$ cat config.mk
export PLATFORM = sky130hd
export DESIGN_NAME = csr_file
export DESIGN_NICKNAME = d
export VERILOG_FILES = /design/src/rtl/csr_pkg.sv /design/src/rtl/csr_counter.sv /design/src/rtl/csr_file.sv
export SDC_FILE = /design/constraint.sdc
export NUM_CORES = 1
export LEC_CHECK = 0
export CORE_UTILIZATION = 50
export CTS_CLUSTER_DIAMETER = 40
export DETAILED_ROUTE_END_ITERATION = 7
export PLACE_DENSITY = 0.7
export SETUP_SLACK_MARGIN = 0.05
export SYNTH_ARGS = -nofsm -noshare
export SYNTH_HDL_FRONTEND = slang
export SYNTH_HIERARCHICAL = 1
export SYNTH_SLANG_ARGS = --single-unit
$ cat constraint.sdc
create_clock -name clk -period 6.2 [get_ports clk]
set_input_delay 1.86 -clock clk [delete_from_list [all_inputs] [get_ports clk]]
set_output_delay 1.86 -clock clk [all_outputs]
set_load 0.005 [all_outputs]
$ cat src/rtl/csr_pkg.sv
`default_nettype none
// ============================================================================
// Module      : csr_pkg
// Description : CSR address map, write-operation encoding and address helpers
//               shared by the CSR file and its testbench-facing top.
// Revision    : 1.0 - initial release
// ============================================================================
package csr_pkg;

    localparam logic [11:0] CSR_MSCRATCH     = 12'h340;
    localparam logic [11:0] CSR_SCRATCH_BASE = 12'h7C0;
    localparam logic [11:0] CSR_MCYCLE       = 12'hB00;
    localparam logic [11:0] CSR_MCYCLEH      = 12'hB80;
    localparam logic [11:0] CSR_MINSTRET     = 12'hB02;
    localparam logic [11:0] CSR_MINSTRETH    = 12'hB82;
    localparam logic [11:0] CSR_CYCLE        = 12'hC00;
    localparam logic [11:0] CSR_CYCLEH       = 12'hC80;
    localparam logic [11:0] CSR_INSTRET      = 12'hC02;
    localparam logic [11:0] CSR_INSTRETH     = 12'hC82;

    typedef enum logic [1:0] {
        CSR_NONE = 2'b00,
        CSR_RW   = 2'b01,
        CSR_RS   = 2'b10,
        CSR_RC   = 2'b11
    } csr_op_e;

    // Addresses with [11:10] == 2'b11 are read-only by architecture
    function automatic logic csr_is_ro(input logic [11:0] addr);
        return addr[11:10] == 2'b11;
    endfunction

    // Map the user-level read-only counter shadows onto the machine counters
    function automatic logic [11:0] csr_shadow_alias(input logic [11:0] addr);
        logic [11:0] v;
        v = addr;
        if ((addr == CSR_CYCLE) || (addr == CSR_CYCLEH) ||
            (addr == CSR_INSTRET) || (addr == CSR_INSTRETH)) begin
            v = addr ^ 12'h700;
        end
        return v;
    endfunction

endpackage
`default_nettype wire

$ cat src/rtl/csr_counter.sv
`default_nettype none
// ============================================================================
// Module      : csr_counter
// Description : CNT_W-bit free-running counter with increment enable and
//               independent low/high half write ports. A write to either
//               half suppresses the increment for that cycle.
// Revision    : 1.0 - initial release
// ============================================================================
module csr_counter #(
    parameter int XLEN  = 32,
    parameter int CNT_W = 64
) (
    input  logic             clk,
    input  logic             rst,
    input  logic             inc_en,
    input  logic             wr_lo,
    input  logic             wr_hi,
    input  logic [XLEN-1:0]  wr_data,
    output logic [CNT_W-1:0] count
);

    logic [CNT_W-1:0] r_count;

    // Half writes take priority over counting; the high half keeps only its own width
    always_ff @(posedge clk) begin
        if (rst) begin
            r_count <= '0;
        end else if (wr_lo || wr_hi) begin
            if (wr_lo) begin
                r_count[XLEN-1:0] <= wr_data;
            end
            if (wr_hi) begin
                r_count[CNT_W-1:XLEN] <= wr_data[CNT_W-XLEN-1:0];
            end
        end else if (inc_en) begin
            r_count <= r_count + CNT_W'(1);
        end
    end

    assign count = r_count;

endmodule
`default_nettype wire

$ cat src/rtl/csr_file.sv
`default_nettype none
// ============================================================================
// Module      : csr_file
// Description : Machine-mode CSR file: mscratch, custom scratch bank, mcycle
//               and minstret with read-only shadows. Combinational read with
//               same-cycle bypass of the value being written.
// Revision    : 1.0 - initial release
// ============================================================================
module csr_file
    import csr_pkg::*;
#(
    parameter int XLEN      = 32,
    parameter int N_SCRATCH = 4,
    parameter int CNT_W     = 64
) (
    input  logic            clk,
    input  logic            rst,
    input  logic [11:0]     rd_addr,
    output logic [XLEN-1:0] rd_data,
    output logic            rd_illegal,
    input  logic            we,
    input  logic [11:0]     wr_addr,
    input  logic [1:0]      wr_op,
    input  logic [XLEN-1:0] wr_data,
    output logic            wr_illegal,
    input  logic            retire
);

    // Bits of an XLEN word that survive in a counter high half
    localparam logic [XLEN-1:0] C_HI_MASK = {XLEN{1'b1}} >> (2*XLEN - CNT_W);

    logic [XLEN-1:0]  r_mscratch;
    logic [XLEN-1:0]  r_scratch [N_SCRATCH];
    logic [CNT_W-1:0] w_mcycle;
    logic [CNT_W-1:0] w_minstret;

    logic             w_op_active;
    logic             w_wr_impl;
    logic             w_wr_eff;
    logic             w_wr_scratch;
    logic             w_wr_hi;
    logic [XLEN-1:0]  w_wr_old;
    logic [XLEN-1:0]  w_wr_new;
    logic [XLEN-1:0]  w_wr_new_vis;
    logic             w_rd_impl;
    logic             w_rd_bypass;

    function automatic logic is_scratch(input logic [11:0] a);
        return (a[11:4] == CSR_SCRATCH_BASE[11:4]) && ({1'b0, a[3:0]} < 5'(N_SCRATCH));
    endfunction

    function automatic logic is_impl(input logic [11:0] a);
        logic [11:0] m;
        m = csr_shadow_alias(a);
        return (m == CSR_MSCRATCH) || (m == CSR_MCYCLE) || (m == CSR_MCYCLEH) ||
               (m == CSR_MINSTRET) || (m == CSR_MINSTRETH) || is_scratch(a);
    endfunction

    // Current register contents at an address (0 if unimplemented)
    function automatic logic [XLEN-1:0] csr_read(input logic [11:0] a);
        logic [XLEN-1:0] v;
        v = '0;
        case (csr_shadow_alias(a))
            CSR_MSCRATCH:  v = r_mscratch;
            CSR_MCYCLE:    v = w_mcycle[XLEN-1:0];
            CSR_MCYCLEH:   v = XLEN'(w_mcycle[CNT_W-1:XLEN]);
            CSR_MINSTRET:  v = w_minstret[XLEN-1:0];
            CSR_MINSTRETH: v = XLEN'(w_minstret[CNT_W-1:XLEN]);
            default: begin
                if (is_scratch(a)) begin
                    for (int i = 0; i < N_SCRATCH; i++) begin
                        if (a[3:0] == 4'(i)) v = r_scratch[i];
                    end
                end
            end
        endcase
        return v;
    endfunction

    assign w_op_active  = we && (wr_op != CSR_NONE);
    assign w_wr_impl    = is_impl(wr_addr);
    assign w_wr_eff     = w_op_active && w_wr_impl && !csr_is_ro(wr_addr);
    assign wr_illegal   = w_op_active && (!w_wr_impl || csr_is_ro(wr_addr));
    assign w_wr_scratch = is_scratch(wr_addr);
    assign w_wr_hi      = (wr_addr == CSR_MCYCLEH) || (wr_addr == CSR_MINSTRETH);
    assign w_wr_old     = csr_read(wr_addr);

    // Read-modify-write value for the addressed register
    always_comb begin
        w_wr_new = w_wr_old;
        case (csr_op_e'(wr_op))
            CSR_RW:  w_wr_new = wr_data;
            CSR_RS:  w_wr_new = w_wr_old | wr_data;
            CSR_RC:  w_wr_new = w_wr_old & ~wr_data;
            default: w_wr_new = w_wr_old;
        endcase
    end

    // Bypassed value as it will read after commit (high halves truncated)
    assign w_wr_new_vis = w_wr_hi ? (w_wr_new & C_HI_MASK) : w_wr_new;

    assign w_rd_impl   = is_impl(rd_addr);
    assign w_rd_bypass = w_wr_eff && (csr_shadow_alias(rd_addr) == wr_addr);
    assign rd_illegal  = !w_rd_impl;
    assign rd_data     = !w_rd_impl  ? '0 :
                         w_rd_bypass ? w_wr_new_vis : csr_read(rd_addr);

    // mscratch update
    always_ff @(posedge clk) begin
        if (rst) begin
            r_mscratch <= '0;
        end else if (w_wr_eff && (wr_addr == CSR_MSCRATCH)) begin
            r_mscratch <= w_wr_new;
        end
    end

    // Scratch bank: entry chosen by wr_addr[3:0] once the range compare hits
    always_ff @(posedge clk) begin
        if (rst) begin
            for (int i = 0; i < N_SCRATCH; i++) r_scratch[i] <= '0;
        end else if (w_wr_eff && w_wr_scratch) begin
            for (int i = 0; i < N_SCRATCH; i++) begin
                if (wr_addr[3:0] == 4'(i)) r_scratch[i] <= w_wr_new;
            end
        end
    end

    csr_counter #(
        .XLEN  (XLEN),
        .CNT_W (CNT_W)
    ) u_mcycle (
        .clk     (clk),
        .rst     (rst),
        .inc_en  (1'b1),
        .wr_lo   (w_wr_eff && (wr_addr == CSR_MCYCLE)),
        .wr_hi   (w_wr_eff && (wr_addr == CSR_MCYCLEH)),
        .wr_data (w_wr_new),
        .count   (w_mcycle)
    );

    csr_counter #(
        .XLEN  (XLEN),
        .CNT_W (CNT_W)
    ) u_minstret (
        .clk     (clk),
        .rst     (rst),
        .inc_en  (retire),
        .wr_lo   (w_wr_eff && (wr_addr == CSR_MINSTRET)),
        .wr_hi   (w_wr_eff && (wr_addr == CSR_MINSTRETH)),
        .wr_data (w_wr_new),
        .count   (w_minstret)
    );

endmodule
`default_nettype wire

# Word level (Yosys, flattened, before mapping)
# Memory sizes are Yosys's and may differ from the RTL's.
# Cells that the tools add are included.
# op_classes
n_mux	46
n_lt_le_gt_ge	2
bitwise_logic	9
eq_ne	40
add_sub_neg	2
n_reduce_logical	41
# ops
operator	count
2-to-1 mux 32 bit	20
case mux 32 bit (5 select lines)	2
== test 12 bit, second input constant	20
2-to-1 mux 64 bit	3
adder 64 x 1 -> 64 bit, second input constant	2
case mux 32 bit (3 select lines)	1
== test 12 x 10 -> 1 bit, second input constant	3
bitwise AND 32 bit	1
NOT 32 bit	1
OR 32 bit	1
2-to-1 mux 11 bit	2
logical OR 1 bit	19
2-to-1 mux 1 bit	18
== test 4 x 2 -> 1 bit, second input constant	4
== test 8 x 7 -> 1 bit, second input constant	2
logical AND 1 bit	13
== test 12 bit	1
== test 4 x 1 -> 1 bit, second input constant	2
logical NOT 4 bit	2
less-than comparator 4 x 3 -> 1 bit, second input constant	2
inequality test 2 x 1 -> 1 bit, second input constant	4
== test 2 bit, second input constant	3
NOT 3 bit	2
OR 1 bit	4
4 further kinds	8
# word_totals
mem_bits_rw	128
in_bits	62
memories	1
elab_cells	146
out_inout_bits	34
register_bits	160
# memory_table
name	depth	width	rd	rd_clocked_by_memory_dff	wr	line	text
r_scratch	4	32	4	0	4	csr_file.sv:33	logic [XLEN-1:0] r_scratch [N_SCRATCH];

# Longest topological paths before layout
# Gate-level depths: netlist (run 1).
# depth
word_depth	18
depth_mapped	16
depth_no_buf	11

# By module
# The synthesis (run 1) kept the hierarchy.
# modules_own_cells
mod	area_each_um2	instances	cells_per_inst	seq_area_each_um2
csr_file	11447.2	1	1081	4484.3
csr_counter	4192.8	2	545	1281.2

# Least setup slack after synthesis (run 1)
# OpenSTA, ideal clock, no wires.
# synth_path
path_type	input to output
start	input wr_addr[10]
end	output rd_data[0]
required_time_ns	4.340
path_slack_ns	0.431
arrival_time_ns	3.909
path_stages	8
n_path_buf	2
path_cell_list	clkbuf_1 -> or4bb_1 -> or4_1 -> and3_1 -> nor4_4 -> buf_2 -> o21ai_0 -> a21oi_1
# synth_via
elab_chain_len	16
word_cells_on_any_way	34
cone_classes	eq/ne: 12; mux: 6; bitwise: 3; reduce/logical: 13
# synth_rtl
item	line	text
start: declaration	csr_file.sv:22	input logic [11:0] wr_addr,
parallel branches: the longest is 14 deep, another holds case mux 32 bit (5 select lines)	--	
2-to-1 mux 32 bit (*)	csr_file.sv:106	w_rd_bypass ? w_wr_new_vis : csr_read(rd_addr);
2-to-1 mux 32 bit (*)	csr_file.sv:105	assign rd_data = !w_rd_impl ? '0 :
end: declaration	csr_file.sv:19	output logic [XLEN-1:0] rd_data,
# Mark *: on every way between the ends.

# Final worst setup path (run 1)
# layout_path
start	input rd_addr[3]
end	output rd_data[31]
# layout_via
elab_chain_len	12
word_cells_on_any_way	34
cone_classes	order compare: 1; eq/ne: 13; mux: 9; reduce/logical: 11
# layout_rtl
item	line	text
start: declaration	csr_file.sv:18	input logic [11:0] rd_addr,
parallel branches: the longest is 11 deep, another holds case mux 32 bit (5 select lines)	--	
2-to-1 mux 32 bit (*)	csr_file.sv:105	
# Marks and branches as above.

==> results of run 1 <==
[layout by cell type, fill, tap and decap left out, types with 54 or more instances in the layout]
cell         n
nand3_1     68
inv_1       82
nand2_1    178
xnor2_1     54
dfxtp_1    160
edfxtp_1   128
mux4_2     101
a21oi_1     68
nand4_1     78
o21ai_0    133
buf_4      159
nor2_1     241
clkbuf_16   55
[area by class of cell]
class | instances | area, µm²
Antenna cell | 1 | 2.50
Clock buffer | 62 | 1430
Clock inverter | 35 | 395
Fill cell | 3302 | 14500
Inverter | 84 | 315
Multi-Input combinational cell | 1625 | 11900
Sequential cell | 288 | 7050
Tap cell | 518 | 648
Timing Repair Buffer | 289 | 2700
[how the worst min path moves through the flow]
stage / start / endpoint / slack, ns / cells after the start
CTS: r_mscratch[25]$_SDFFE_PP0P_ / r_mscratch[25]$_SDFFE_PP0P_ / 0.47 / 2
detailed placement: r_mscratch[8]$_SDFFE_PP0P_ / r_mscratch[8]$_SDFFE_PP0P_ / 0.46 / 2
global route: r_mscratch[25]$_SDFFE_PP0P_ / r_mscratch[25]$_SDFFE_PP0P_ / 0.49 / 2
finish: r_mscratch[8]$_SDFFE_PP0P_ / r_mscratch[8]$_SDFFE_PP0P_ / 0.47 / 2
floorplan: r_mscratch[30]$_SDFFE_PP0P_ / r_mscratch[30]$_SDFFE_PP0P_ / 0.44 / 2
global placement: r_mscratch[27]$_SDFFE_PP0P_ / r_mscratch[27]$_SDFFE_PP0P_ / 0.45 / 2
[power by group through the flow]
stage	registers [mW]	clock network, mW	logic, mW
final	2.06	2.99	0.604
after global placement	2.09	0	0.573
after floorplan	2.08	0	0.310
after CTS	2.06	2.99	0.583
after detailed placement	2.09	0	0.577
after global routing	2.06	3.08	0.623
[Yosys cell counts, drive strengths merged (10+ instances only)]
cell type,count
a211oi,37
a21o,18
a21oi,70
a222oi,11
a22o,51
a22oi,34
a311oi,32
a31oi,17
a32o,17
a32oi,28
and2,26
and3,39
and4,20
buf,44
clkbuf,136
dfxtp,160
edfxtp,128
inv,82
mux2,14
mux2i,26
mux4,101
nand2,178
nand3,72
nand4,80
nor2,242
nor2b,14
nor3,30
nor4,49
o211ai,12
o21ai,150
o31a,10
o31ai,10
or2,10
or3,30
or4,15
xnor2,54
xor2,21
[sequential cells by signal (all words and copies together), names as in the netlist]
signal / count
u_minstret/count: 64
r_scratch: 128
u_mcycle/count: 64
r_mscratch: 32
[critical path, cell delays in order]
cell and delay (ns):
clkdlybuf4s15_1 0.19, buf_4 0.16, nor4_2 0.26, buf_4 0.17, a41oi_1 0.18, xnor2_1 0.20
nor4_4 0.28, buf_6 0.15, buf_4 0.11, buf_12 0.14, o21ai_0 0.11, a21oi_1 0.16
dlygate4sd2_1 0.27
[per-stage QoR]
| stage | hold slack (ns) | area (µm²) |
|---|---|---|
| 4_1_cts | 0.469 | 24400 |
| 3_3_place_gp | 0.451 | 22300 |
| 2_1_floorplan | 0.442 | 19900 |
| 3_5_place_dp | 0.464 | 22300 |
| 6_report | 0.470 | 24400 |
| 5_1_grt | 0.490 | 24400 |
[cell families (layout without fill, tap and decap cells)]
| family | Yosys count | in the layout | share of synthesized area [%] |
|---|---|---|---|
| mux | 141 | 141 | 13.6 |
| simple gates | 834 | 834 | 22.0 |
| xor+xnor | 75 | 75 | 3.31 |
| other cells | 1 | 8 | 0.0189 |
| buf+inv | 264 | 470 | 5.21 |
| compound gates | 566 | 566 | 20.2 |
| fa+ha+maj | 2 | 2 | 0.126 |
| flops | 288 | 288 | 35.5 |
[what timing repair did]
item	in CTS	in global routing
gates resized for setup	166	16
pin swaps	11	10
setup buffers	13	5
setup endpoints to repair	33	33
cloned	6	0
[layer usage]
layer | part of all wire (%) | up-vias | routed length [µm] | global-route usage (%)
met4 | 8.5 | 0 | 7250 | 31.0
met3 | 11 | 347 | 9740 | 7.71
met5 | 0 | - | 0 | 0
li1 | - | 8777 | - | -
met1 | 37 | 10061 | 31200 | 54.1
met2 | 43 | 1693 | 36900 | 61.7
==> metrics.yaml, run 1 <==
finalNetCount: 2405
rrSetupSlack_ns: 2.83
p_comb_share_pct: 10.7
end_kind: "output port"
finalHoldViolCount: 0
switchingPower_mw: 1.44
path_class: "in2out"
grt_max_degree: 56
tritoncts: "built"
syn_area_per_cell_um2: 9.14
fin_crit_sh_pct: 98.6
status: "finished, final reports clean"
setup_viol: 0
ys_ff_latch: 288
total_power_mw: 5.65
root_buffer: "clkbuf_16"
antenna_left: 0
power.leakage_nw: 8.76
fin_cells: 2902
wirelength_um: 85000
r2r_cells: 5
std_cell_rows: 72
synthTopCellsByArea: "edfxtp_1 19%, dfxtp_1 16%, mux4_2 11%"
track_usage_pct: 41.5
cts_htree_levels: 2
yosysSeqAreaShare_pct: 35.5
tns_ns: 0
initial_utilization_pct: 51.0
peakVddDrop_uv: 246
clockBufferDepth: 3
drc: 0
cp_max_fo: 13
syn_area_mm2: 0.0198
grt_pass1_vias: 19605
post-place-ws_ns: -0.657
synth-main-ff-cell: "dfxtp_1"
die-area_mm2: 0.0405
cap_violations: 0
drt-wirelength-per-cell_um: 29.3
cts_buffers: 53
worstReg2RegEnd: "u_minstret/count[51]$_SDFFE_PP0P_"
cp.arrival_ns: 4.25
vias: 20878
clk_latency_ns: 0.61
gp_congestion: 1.01
final_max_slew_viol_count: 0
synthArstFlopShare_pct: 0
fin_util_pct: 62.8
drt-initial-drc-count: 3153
core_mm2: 0.0389
numPortBuffers: 95
startpoint: "rd_addr[3]"
p_sw_share_pct: 25.5
layout-drive-gt1-share_pct: 20.7
dp_hpwl_um: 59500
yosys_warnings: 6
first_pass_iters: 6
rsz0062_at_grt: "true"
synth_edf_count: 128
grt_pass1_wl_um: 126000
worst_slew_pin_slew_ns: 1.37
skew_ns: 0.0185
period_needed_ns: 6.11
cts.sinks: 288
avgViaCountPerCell: 7.19
hp-class: "reg2reg"
areaGrowthSynthToFinish_pct: 23.3
antenna_found_initial: 2
fmax_mhz: 164
io_pins: 96
endpoint: "rd_data[31]"
chipWidth_um: 201
clkTransAtPathRegs_ns: 0.05
p_clk_share_pct: 52.9
grt-ovfl-total: 0
relSlewSlack_pct: 8.48
ctsHoldBuffers: 0
power.density_mw_per_mm2: 231
dp.cells: 2782
synth_largest_area_cell: "edfxtp_1"
synth_top_area_share_pct: 19.4
rr_startpoint: "u_minstret/count[8]$_SDFFE_PP0P_"
finalWorstSetupSlack_ns: 0.0852
crit_required_ns: 4.34
intPower_mw: 4.21
postSynthCellCount: 2171
yosysUniqueCellTypes: 77
die_y_um: 201
sequentialPowerShare_pct: 36.4
startpoint_type: "primary input"
Power figures use the tool's default switching activity.
==> run 2, diff against run 1 <==
--- a/config.mk
+++ b/config.mk
@@ -5,6 +5,7 @@
 export SDC_FILE = /design/constraint.sdc
 export NUM_CORES = 1
 export LEC_CHECK = 0
+export CORE_MARGIN = 10
 export CORE_UTILIZATION = 50
 export CTS_CLUSTER_DIAMETER = 40
 export DETAILED_ROUTE_END_ITERATION = 7
==> run 2 against run 1 <==
  * Register-to-register slack better by 0.32 ns
  * Count of clock-buffer cells in the layout fell by 3
  * Final cell count fell by 0.62%
  * Critical path type unchanged
  * Largest power group unchanged
==> metrics.yaml, run 2 (synthesized netlist as in run 1, its figures left out) <==
hp-class: "reg2reg"  # unchanged
rsz0062_at_grt: "true"  # unchanged
layout_common_cells: "241 x nor2_1, 178 x nand2_1, 160 x dfxtp_1"  # unchanged
cts_htree_levels: 2  # unchanged
antenna_left: 0  # unchanged
grt_pass1_wl_um: 126000  # about the same
core_mm2: 0.0389  # unchanged
cap_violations: 0  # unchanged
tritoncts: "built"  # unchanged
die_y_um: 219  # was 201 µm
wirelength_um: 85600  # was 85,000 µm
worstHoldStart: "r_mscratch[27]$_SDFFE_PP0P_"  # was r_mscratch[8]$_SDFFE_PP0P_
setup_viol: 0  # unchanged
grt_pass1_vias: 19223  # was 19,605
cts.sinks: 288  # unchanged
drc: 0  # unchanged
skew_ns: 0.0195  # was 0.0185 ns
worstPathCellList: "clkdlybuf4s15_1 > or4_4 > buf_4 > buf_4 > o31ai_2 > and3_4 > nor4_4 > buf_6 > buf_6 > buf_16 > buf_12 > buf_8 > a21oi_1 > buf_2"  # was clkdlybuf4s15_1 > buf_4 > nor4_2 > buf_4 > a41oi_1 > xnor2_1 > nor4_4 > buf_6 > buf_4 > buf_12 > o21ai_0 > a21oi_1 > dlygate4sd2_1
fillers: 3341  # was 3,302
final_max_slew_viol_count: 0  # unchanged
grt-ovfl-total: 0  # unchanged
numPortBuffers: 95  # unchanged
finalNetCount: 2386  # was 2,405
status: "finished, final reports clean"  # unchanged
cp.arrival_ns: 4.25  # about the same
fmax_mhz: 164  # about the same
track_usage_pct: 34.6  # was 41.5%
clkTransAtPathRegs_ns: 0.06  # was 0.05 ns
grt-busiest-layer: "met2"  # unchanged
crit_required_ns: 4.34  # about the same
met3_usage_pct: 6.74  # was 7.71%
crit_path_top_delay_cell: "or4_4"  # was nor4_4
power.density_mw_per_mm2: 232  # was 231 mW/mm²
rr_startpoint: "u_mcycle/count[1]$_SDFFE_PP0P_"  # was u_minstret/count[8]$_SDFFE_PP0P_
std_cell_rows: 72  # unchanged
startpoint_type: "primary input"  # unchanged
die-area_mm2: 0.0480  # was 0.0405 mm²
worst_slew_pin_slew_ns: 1.29  # was 1.37 ns
met1_usage_pct: 44.7  # was 54.1%
avgViaCountPerCell: 7.25  # was 7.19
power.leakage_nw: 8.64  # was 8.76 nW
drt-initial-drc-count: 3474  # was 3,153
clk_latency_ns: 0.60  # was 0.61 ns
largest_reg_flops: 128  # unchanged
whs_endpoint: "r_mscratch[27]$_SDFFE_PP0P_"  # was r_mscratch[8]$_SDFFE_PP0P_
tns_ns: 0  # unchanged
cp_max_fo: 7  # was 13
root_buffer: "clkbuf_16"  # unchanged
first_pass_iters: 6  # unchanged
layout_commonest_cell: "nor2_1"  # unchanged
path_class: "in2out"  # unchanged
cts_buffers: 50  # was 53
peakVddDrop_uv: 214  # was 246 µV
rrSetupSlack_ns: 3.15  # was 2.83 ns
initial_utilization_pct: 51.0  # unchanged
period_needed_ns: 6.11  # about the same
vias: 20922  # was 20,878
worstHoldPathCells: 2  # unchanged
areaGrowthSynthToFinish_pct: 22.4  # was 23.3%
grtUsageMet2_pct: 51.8  # was 61.7%
dp_hpwl_um: 60000  # was 59,500 µm
r2r_cells: 5  # unchanged
end_kind: "output port"  # unchanged
fin_util_pct: 62.4  # was 62.8%
layout-drive-gt1-share_pct: 20.5  # was 20.7%
multi_input_area_mm2: 0.0119  # about the same
chipWidth_um: 219  # was 201 µm
worstReg2RegEnd: "u_mcycle/count[51]$_SDFFE_PP0P_"  # was u_minstret/count[51]$_SDFFE_PP0P_
finalHoldViolCount: 0  # unchanged
grt_max_degree: 59  # was 56
relSlewSlack_pct: 13.9  # was 8.48%
seqCellArea_mm2: 0.00705  # unchanged
drt-wirelength-per-cell_um: 29.7  # was 29.3 µm
top_register: "r_scratch"  # unchanged
max_stage_delay_ns: 0.53  # was 0.28 ns
clockBufferDepth: 3  # unchanged
antenna_found_initial: 1  # was 2
ctsHoldBuffers: 0  # unchanged
io_pins: 96  # unchanged
gp_congestion: 1.05  # was 1.01
fin_crit_sh_pct: 98.5  # was 98.6%
[run 2: cell types whose count changed in the layout (fill, tap and decap cells not counted), sizes merged, moves of 2 or more]
cell         delta
inv            +11
clkinvlp        -2
dlygate4sd2     -4
clkinv         -14
bufinv          +2
buf            -13
diode           +4
[run 2: where the power goes]
part / switching [mW] / internal (mW)
Combinational: 0.355 / 0.240
Clock: 1.06 / 1.93
Sequential: 0.0296 / 2.03
Total: 1.45 / 4.19
[run 2: area by class of cell]
type	count	area share, %
Timing Repair Buffer	273	10.4
Clock inverter	32	1.91
Multi-Input combinational cell	1625	49.1
Tap cell	518	2.67
Clock buffer	59	5.47
Antenna cell	5	0.0516
Sequential cell	288	29.0
Inverter	84	1.30
[run 2: how the worst max path moves through the flow]
stage	startpoint	cells past startpoint	slack, ns	to
detailed placement	rd_addr[3]	9	-0.63	rd_data[11]
global placement	rd_addr[3]	9	-0.57	rd_data[13]
finish	rd_addr[2]	14	0.09	rd_data[11]
floorplan	wr_addr[10]	8	0.43	rd_data[0]
CTS	rd_addr[2]	12	0.07	rd_data[27]
global route	wr_addr[5]	12	-0.03	rd_data[4]
[run 2: what timing repair did]
item                                    4_1_cts  5_1_grt
endpoints found under the setup margin       32       33
setup buffers                                 9        3
resized for setup                           173       26
gates cloned                                  5        0
pin swaps                                     6       13
[run 2: worst max-delay path: cells and delay by family]
family	cells	cell delay, ns
and+or+nand+nor	3	0.79
AOI/OAI and AO/OA	2	0.33
buffers and inverters	9	1.26
[run 2: per-stage QoR]
| stage | hold slack [ns] | std cells | instance area (µm²) | power, mW | worst slack, ns |
|---|---|---|---|---|---|
| 2_1_floorplan | 0.442 | 2177 | 19900 | 2.39 | 0.431 |
| 3_3_place_gp | 0.451 | 2771 | 22200 | 2.66 | -0.573 |
| 3_5_place_dp | 0.458 | 2771 | 22200 | 2.66 | -0.630 |
| 4_1_cts | 0.466 | 2876 | 24200 | 5.63 | 0.0670 |
| 5_1_grt | 0.477 | 2879 | 24300 | 5.76 | -0.0253 |
| 6_report | 0.467 | 2884 | 24300 | 5.64 | 0.0910 |
[run 2: per-layer routing]
layer	vias up	part of all wire, %
li1	8730	-
met4	0	8.1
met1	10116	37
met2	1701	43
met5	-	0
met3	375	12
